<file path="src/rtl/ahbl_arbiter_pkg.sv">
// Shared definitions for the AHB-Lite arbiter: HTRANS encodings, per-port
// state encoding and a small transfer-classification helper.
package ahbl_arbiter_pkg;

   localparam logic [1:0] HTRANS_IDLE   = 2'b00;
   localparam logic [1:0] HTRANS_BUSY   = 2'b01;
   localparam logic [1:0] HTRANS_NONSEQ = 2'b10;
   localparam logic [1:0] HTRANS_SEQ    = 2'b11;

   // A port is IDLE, holding a captured address phase (BUF), or owning the
   // downstream data phase (DATA). Issue only happens while dst_hready=1, so
   // the downstream address phase of a port always completes in the cycle it
   // is issued and the port moves straight on to DATA.
   typedef enum logic [1:0] {
      ST_IDLE = 2'b00,
      ST_BUF  = 2'b01,
      ST_DATA = 2'b11
   } port_state_e;

   // NONSEQ and SEQ carry a real transfer; IDLE and BUSY never do.
   function automatic logic is_active(input logic [1:0] trans);
      return (trans == HTRANS_NONSEQ) || (trans == HTRANS_SEQ);
   endfunction

endpackage

</file>
<file path="src/rtl/ahbl_arbiter_priority_onehot.sv">
// Request vector to one-hot grant. Search starts at the port just above ptr
// and wraps, so ptr = N-1 gives plain lowest-index-first priority and a
// moving ptr gives round-robin.
module ahbl_arbiter_priority_onehot #(
   parameter int N     = 2,
   parameter int PTR_W = 1
) (
   input  logic [N-1:0]     req,
   input  logic [PTR_W-1:0] ptr,
   output logic [N-1:0]     gnt
);

   logic found;

   // Ports above the pointer first, then wrap round to the ports at or below it.
   always_comb begin
      gnt   = '0;
      found = 1'b0;
      for (int i = 0; i < N; i++) begin
         if (!found && req[i] && (i > int'(ptr))) begin
            gnt[i] = 1'b1;
            found  = 1'b1;
         end
      end
      for (int i = 0; i < N; i++) begin
         if (!found && req[i] && (i <= int'(ptr))) begin
            gnt[i] = 1'b1;
            found  = 1'b1;
         end
      end
   end

endmodule

</file>
<file path="src/rtl/ahbl_arbiter.sv">
// N-port AHB-Lite arbiter in front of one downstream AHB-Lite slave port.
// A live winner passes straight through; a losing request is captured and the
// master stalled until its buffered address phase is issued.
// Build option: AHBL_ARBITER_ROUND_ROBIN_EN selects round-robin arbitration
// (last grant becomes lowest priority); otherwise port 0 has fixed priority.
module ahbl_arbiter
   import ahbl_arbiter_pkg::*;
#(
   parameter int N_PORTS = 2,
   parameter int W_ADDR  = 32,
   parameter int W_DATA  = 32
) (
   input  logic                        clk,
   input  logic                        rst,
   input  logic [N_PORTS-1:0]          src_hready,
   output logic [N_PORTS-1:0]          src_hready_resp,
   output logic [N_PORTS-1:0]          src_hresp,
   input  logic [N_PORTS*W_ADDR-1:0]   src_haddr,
   input  logic [N_PORTS-1:0]          src_hwrite,
   input  logic [N_PORTS*2-1:0]        src_htrans,
   input  logic [N_PORTS*3-1:0]        src_hsize,
   input  logic [N_PORTS*3-1:0]        src_hburst,
   input  logic [N_PORTS*4-1:0]        src_hprot,
   input  logic [N_PORTS-1:0]          src_hmastlock,
   input  logic [N_PORTS*W_DATA-1:0]   src_hwdata,
   output logic [N_PORTS*W_DATA-1:0]   src_hrdata,
   output logic [W_ADDR-1:0]           dst_haddr,
   output logic                        dst_hwrite,
   output logic [1:0]                  dst_htrans,
   output logic [2:0]                  dst_hsize,
   output logic [2:0]                  dst_hburst,
   output logic [3:0]                  dst_hprot,
   output logic                        dst_hmastlock,
   output logic [W_DATA-1:0]           dst_hwdata,
   input  logic                        dst_hready,
   input  logic                        dst_hresp,
   input  logic [W_DATA-1:0]           dst_hrdata
);

   localparam int PTR_W = (N_PORTS > 1) ? $clog2(N_PORTS) : 1;

   port_state_e        st        [N_PORTS];
   logic [W_ADDR-1:0]  buf_addr  [N_PORTS];
   logic [2:0]         buf_size  [N_PORTS];
   logic [2:0]         buf_burst [N_PORTS];
   logic [3:0]         buf_prot  [N_PORTS];
   logic [N_PORTS-1:0] buf_write;
   logic [N_PORTS-1:0] buf_lock;

   logic [N_PORTS-1:0] in_buf, in_data, live, cand, gnt;
   logic [PTR_W-1:0]   rr_ptr;

   // Classify each port: live request this cycle and arbitration candidacy.
   always_comb begin
      for (int i = 0; i < N_PORTS; i++) begin
         in_buf[i]  = (st[i] == ST_BUF);
         in_data[i] = (st[i] == ST_DATA);
         live[i]    = is_active(src_htrans[2*i +: 2]) && src_hready[i] &&
                      ((st[i] == ST_IDLE) || (in_data[i] && dst_hready));
         cand[i]    = !rst && dst_hready && (in_buf[i] || live[i]);
      end
   end

   ahbl_arbiter_priority_onehot #(
      .N     (N_PORTS),
      .PTR_W (PTR_W)
   ) u_prio (
      .req (cand),
      .ptr (rr_ptr),
      .gnt (gnt)
   );

`ifdef AHBL_ARBITER_ROUND_ROBIN_EN
   // Remember the most recent grant so it drops to lowest priority next time.
   always_ff @(posedge clk) begin
      if (rst) begin
         rr_ptr <= PTR_W'(N_PORTS - 1);
      end else begin
         for (int i = 0; i < N_PORTS; i++) begin
            if (gnt[i]) rr_ptr <= PTR_W'(i);
         end
      end
   end
`else
   assign rr_ptr = PTR_W'(N_PORTS - 1);
`endif

   // Port state and capture buffers; grants win over capture, completion frees the port.
   always_ff @(posedge clk) begin
      if (rst) begin
         for (int i = 0; i < N_PORTS; i++) begin
            st[i]        <= ST_IDLE;
            buf_addr[i]  <= '0;
            buf_size[i]  <= '0;
            buf_burst[i] <= '0;
            buf_prot[i]  <= '0;
         end
         buf_write <= '0;
         buf_lock  <= '0;
      end else begin
         for (int i = 0; i < N_PORTS; i++) begin
            if (gnt[i]) begin
               st[i] <= ST_DATA;
            end else if (live[i]) begin
               st[i]        <= ST_BUF;
               buf_addr[i]  <= src_haddr[i*W_ADDR +: W_ADDR];
               buf_size[i]  <= src_hsize[i*3 +: 3];
               buf_burst[i] <= src_hburst[i*3 +: 3];
               buf_prot[i]  <= src_hprot[i*4 +: 4];
               buf_write[i] <= src_hwrite[i];
               buf_lock[i]  <= src_hmastlock[i];
            end else if (in_data[i] && dst_hready) begin
               st[i] <= ST_IDLE;
            end
         end
      end
   end

   // Downstream address phase from the winner; always NONSEQ since bursts may be interleaved.
   always_comb begin
      dst_htrans    = HTRANS_IDLE;
      dst_haddr     = '0;
      dst_hwrite    = 1'b0;
      dst_hsize     = '0;
      dst_hburst    = '0;
      dst_hprot     = '0;
      dst_hmastlock = 1'b0;
      for (int i = 0; i < N_PORTS; i++) begin
         if (gnt[i]) begin
            dst_htrans = HTRANS_NONSEQ;
            if (in_buf[i]) begin
               dst_haddr     = buf_addr[i];
               dst_hwrite    = buf_write[i];
               dst_hsize     = buf_size[i];
               dst_hburst    = buf_burst[i];
               dst_hprot     = buf_prot[i];
               dst_hmastlock = buf_lock[i];
            end else begin
               dst_haddr     = src_haddr[i*W_ADDR +: W_ADDR];
               dst_hwrite    = src_hwrite[i];
               dst_hsize     = src_hsize[i*3 +: 3];
               dst_hburst    = src_hburst[i*3 +: 3];
               dst_hprot     = src_hprot[i*4 +: 4];
               dst_hmastlock = src_hmastlock[i];
            end
         end
      end
   end

   // Upstream responses and write-data routing from the data-phase owner.
   always_comb begin
      dst_hwdata = '0;
      for (int i = 0; i < N_PORTS; i++) begin
         src_hready_resp[i] = rst || (st[i] == ST_IDLE) || (in_data[i] && dst_hready);
         src_hresp[i]       = !rst && in_data[i] && dst_hresp;
         if (!rst && in_data[i]) begin
            dst_hwdata = dst_hwdata | src_hwdata[i*W_DATA +: W_DATA];
         end
      end
   end

   assign src_hrdata = {N_PORTS{dst_hrdata}};

endmodule

</file>
<file path="config.mk">
export PLATFORM = sky130hd
export DESIGN_NAME = ahbl_arbiter
export DESIGN_NICKNAME = d
export VERILOG_FILES = /design/src/rtl/ahbl_arbiter_pkg.sv /design/src/rtl/ahbl_arbiter_priority_onehot.sv /design/src/rtl/ahbl_arbiter.sv
export SDC_FILE = /design/constraint.sdc
export NUM_CORES = 1
export LEC_CHECK = 0
export ABC_AREA = 0
export CORE_ASPECT_RATIO = 0.75
export CORE_MARGIN = 2
export CORE_UTILIZATION = 30
export CTS_BUF_LIST = sky130_fd_sc_hd__clkbuf_16
export CTS_CLUSTER_SIZE = 25
export DETAILED_ROUTE_END_ITERATION = 12
export RECOVER_POWER = 25
export SLEW_MARGIN = 10
export SYNTH_ARGS = -nofsm -noshare
export SYNTH_HDL_FRONTEND = slang
export SYNTH_SLANG_ARGS = --single-unit
</file>
<file path="constraint.sdc">
create_clock -name clk -period 13.1 [get_ports clk]
set_input_delay 1.965 -clock clk [delete_from_list [all_inputs] [get_ports clk]]
set_output_delay 1.965 -clock clk [all_outputs]
set_load 0.05 [all_outputs]
</file>
# Word-level counts from Yosys, hierarchy flattened
# Memories as Yosys holds them, arrays and structs flattened.
# Cells that the tools add are included.
# word_totals
regBits	4
mem_bits_rw	88
memories	5
output_inout_bits	146
wordCells	134
# classes
n_eq_ne	8
n_reduce_logical	30
n_mux	70
bitwise	17
# memory_table
memory	depth	word_bits	rd	rd_ports_with_merged_regs	write_ports	line	rtl
buf_addr	2	32	2	0	2	ahbl_arbiter.sv:43	logic [W_ADDR-1:0] buf_addr [N_PORTS];
buf_prot	2	4	2	0	2	ahbl_arbiter.sv:46	logic [3:0] buf_prot [N_PORTS];
buf_burst	2	3	2	0	2	ahbl_arbiter.sv:45	logic [2:0] buf_burst [N_PORTS];
buf_size	2	3	2	0	2	ahbl_arbiter.sv:44	logic [2:0] buf_size [N_PORTS];
st	2	2	2	0	2	ahbl_arbiter.sv:42	port_state_e st [N_PORTS];
# ops
operator	count
$mux W32	8
$mux W1	36
$mux W3	12
$or A32 B32 Y32	1
$mux W4	6
$mux W2	8
$logic_and A1 B1 Y1	14
$or A1 B1 Y1	14
$eq A2 B2 Y1 const B	6
$logic_or A1 B1 Y1	10
$eq A2 B1 Y1 const B	2
$logic_not A2 Y1	2
$reduce_and A2 Y1	2
$logic_not A1 Y1	2
$not A1 Y1	2

# Logic depth before layout (Yosys ltp)
# An unclocked memory read counts as a cell.
# logic_depth
depth_word	17
ltp_mapped	7
mapped_depth_nobuf	4

# Modules after synthesis
# A second synthesis with hierarchy kept.
# hier_totals
hier_cells	604
hier_area_um2	6467.5
# by_module_without_submodules
mod	seq_area_each_um2	n_inst	cells_each	area_per_inst_um2
ahbl_arbiter	2712.6	1	601	6448.7
ahbl_arbiter_priority_onehot	0.0	1	3	18.8

# Least setup slack after synthesis
# OpenSTA, ideal clock, no wires.
# synth_timing
path_type	input to register
from	in dst_hready
to	mem buf_addr[0][0] (enable)
setup_ns	0.500
t_arrival_ns	5.152
path_buffers	1
path_slack_ns	7.448
cell_stages	2
path_cell_list	clkbuf_1 -> o21ai_0
# synth_rtl
item	line	rtl
start, declared	ahbl_arbiter.sv:35	input logic dst_hready,
end, declared	ahbl_arbiter.sv:43	

# Worst setup path in the final report
# layout_timing
from	in dst_hready
to	out dst_haddr[23]
# layout_via
elab_chain_len	10
# layout_rtl
item	line	rtl
$logic_and A1 B1 Y1	ahbl_arbiter.sv:59	((st[i] == ST_IDLE) || (in_data[i] && dst_hready));
$logic_or A1 B1 Y1	ahbl_arbiter.sv:59	
$logic_and A1 B1 Y1	ahbl_arbiter.sv:58	live[i] = is_active(src_htrans[2*i +: 2]) && src_hready[i] &&
$logic_or A1 B1 Y1	ahbl_arbiter.sv:60	cand[i] = !rst && dst_hready && (in_buf[i] || live[i]);
$logic_and A1 B1 Y1	ahbl_arbiter.sv:60	
$mux W1	ahbl_arbiter_priority_onehot.sv:26	if (!found && req[i] && (i <= int'(ptr))) begin
$logic_not A1 Y1	ahbl_arbiter_priority_onehot.sv:26	
$logic_and A1 B1 Y1	ahbl_arbiter_priority_onehot.sv:26	
$mux W1	ahbl_arbiter_priority_onehot.sv:26	
$mux W32 *	ahbl_arbiter.sv:129	if (gnt[i]) begin
end, declared	ahbl_arbiter.sv:27	output logic [W_ADDR-1:0] dst_haddr,
# Mark *: on every way between the ends. The rest lies on a longest branch, timed or not.

==> impl_metrics.json <==
{
  "overflow": 0,
  "die_h_um": 127.8,
  "endpoint_kind": "output pin",
  "rr_startpoint": "st[0][0]$_SDFFCE_PN0P_",
  "max_cap_violations": 1,
  "cts_setup_buffers": 0,
  "layoutNonFillerInstCount": 929,
  "async_reset_ff_share_pct": 0,
  "cts_sinks": 92,
  "setup_viol_count_final": 0,
  "wl_met2_mm": 8.022,
  "track_usage_pct": 16.75,
  "crit_family": "buffers and inverters",
  "power_density_nw_per_um2": 104.3,
  "outcome": "finished with violations",
  "synth_commonest_cells": "mux2i_1 (90), edfxtp_1 (87), buf_4 (65), a21boi_2 (50), o22ai_1 (44)",
  "tns_ps": 0,
  "cp_slowest_cell": "clkdlybuf4s50_1",
  "synth_most_common_cell": "mux2i_1",
  "rows": 45,
  "synth.largest_area_cell": "edfxtp_1",
  "rsz0062_at_grt": "false",
  "dpl.cell_count": 912,
  "fill_cells": 1899,
  "initial_core_util_pct": 30.42,
  "wl_met3_mm": 1.380,
  "viasPerCell": 5.099,
  "drv_slew": 43,
  "antenna_cells": 0,
  "skew_ps": 5.752,
  "met1Wirelength_mm": 8.738,
  "worst_slack_ps": 5099,
  "multi_input_area_sq_um": 2683,
  "cpPeakStageDelay_ps": 870,
  "vias": 4737,
  "htree_num_levels": 3,
  "tightest_slew_ps": 2813,
  "synth_edf_count": 87,
  "drc": 0,
  "cp.required_ps": 11140,
  "synth_area_sq_um": 6132,
  "drive_gt1_share_pct": 12.22,
  "routed_wl_mm": 18.76,
  "ys_ff_latch": 92,
  "ant_nets": 0,
  "drt-pass1-iter-count": 4,
  "drt-initial-drc-count": 340,
  "cp_cell_sequence": "dlygate4sd3_1 > and4_1 > a311oi_1 > nand3_4 > o22ai_1 > clkdlybuf4s50_1",
  "post_cts_resize_count": 0,
  "hp-class": "reg -> reg",
  "totalPowerFinal_uw": 885.5,
  "max-clock-path-buffers": 2,
  "grt_pass1_wl_mm": 27.75,
  "coreArea_sq_um": 20160,
  "ir_worst_vdd_uv": 59.10,
  "critPathArrivalTime_ps": 6040,
  "min_from": "buf_lock[1]$_SDFFE_PP0P_",
  "failed_checks": "max-capacitance violations, max-slew violations",
  "cp-startpoint": "dst_hready",
  "cts_made_buffers": 9,
  "yosysWarnings": 0,
  "finalHoldViolations": 0,
  "highest_layer": "met4",
  "synth_flop_cell": "edfxtp_1",
  "worstSkewPairLatency_ps": 340,
  "ctsHoldBuffers": 0,
  "period_needed_ps": 8001,
  "die_w_um": 169.1,
  "dieArea_sq_um": 21610,
  "clk_pin_slew_ps": 70,
  "place_congestion": 0.7855,
  "synthTopCellsByArea": "edfxtp_1 (43%), mux2i_1 (15%), a21boi_2 (9.2%), buf_4 (8.0%), a22o_1 (4.6%)",
  "root_buffer": "clkbuf_16",
  "period_share_pct": 61.07,
  "fin_util_pct": 42.12,
  "p_leak_nw": 2.922,
  "fmax_mhz": 125.0,
  "netlist-cell-type-count": 40,
  "pre_cts_ws_ps": 5631,
  "synth_top_area_share_pct": 42.60,
  "syn_to_final_growth_pct": 38.46,
  "avgSynthCellArea_sq_um": 11.82,
  "grt_antenna_before_repair": 0,
  "worst-path-max-fanout": 45,
  "tritoncts": "built",
  "start_kind": "input pin",
  "io_pins": 340,
  "seq_area_frac_synth_pct": 44.24,
  "portBuffers": 240,
  "crit_buf_inv": 2,
  "wl_per_cell_um": 20.19,
  "slew_headroom_pct": -87.52,
  "path_class": "in -> out",
  "first_global_vias": 4737,
  "grt_max_degree": 46,
  "syn_inst": 519,
  "nets": 860,
  "register_area_sq_um": 2713,
  "dpl.hpwl_mm": 12.58,
  "syn_nets": 713
}
state kept, by name, indices dropped and copies added, names as in the netlist:
| name | cells |
|---|---|
| buf_addr | 64 |
| buf_burst | 6 |
| buf_lock | 2 |
| buf_prot | 8 |
| buf_size | 6 |
| buf_write | 2 |
| st | 4 |
stage by stage:
step | cell area (sq um) | hold WS (ps)
2_1_floorplan | 6132 | 434.4
3_3_place_gp | 8193 | 447.0
3_5_place_dp | 8193 | 456.6
4_1_cts | 8492 | 470.3
5_1_grt | 8491 | 485.2
6_report | 8491 | 468.1
routing by layer:
metal  vias to the layer above  global-route usage (%)
li1                       2220                       -
met1                      2308                   23.73
met2                       161                   23.70
met3                        48                   5.032
met4                         0                   6.888
met5                         -                       0
path summary, 6_finish.rpt:
path                              endpoint  slack [ps]  cells past startpoint
max                          dst_haddr[23]        5100                      6
max reg2reg  buf_addr[0][12]$_SDFFCE_PN0P_        9390                      4
min reg2reg       buf_lock[1]$_SDFFE_PP0P_         470                      2
min               buf_lock[1]$_SDFFE_PP0P_         470                      2
cell families (layout without fill, tap and decap cells):
family	count (synthesis)	in the layout	synth area share (%)
AOI/OAI and AO/OA	183	183	25.12
DFF	92	92	44.24
buffers and inverters	114	266	12.55
other	1	1	0.06115
and+or+nand+nor	39	39	3.346
muxes	90	90	14.69
area by class of cell:
class / instances / share of cell area, %
clock inverters: 7 / 0.8694
repair buffers: 248 / 29.05
multi-input cells: 313 / 31.59
clock buffers: 9 / 2.653
inverters: 2 / 0.08842
well taps: 258 / 3.802
flip-flops and latches: 92 / 31.95
placed cells by master (no fill, tap or decap), types with 5 or more instances in the layout:
master	Yosys	final
clkdlybuf4s50_1	0	236
mux2i_1	90	90
edfxtp_1	87	87
a21boi_2	50	50
o22ai_1	44	44
a22o_1	32	32
a21boi_0	24	24
nand2_1	14	14
a21boi_1	10	10
clkbuf_16	0	9
a21oi_1	7	7
buf_4	65	6
o21ai_0	6	5
dfxtp_1	5	5
worst min-delay path: cells and delay by family (launching register included):
kind	cells	cell delay [ps]
muxes	1	60
DFF	1	310
and+or+nand+nor	1	50
power by group:
group,internal [mW],total [mW],switching [mW]
clock,0.149,0.267,0.117
combinational,0.116,0.262,0.146
sequential,0.347,0.356,0.00906
(Power assumes the default switching activity.)
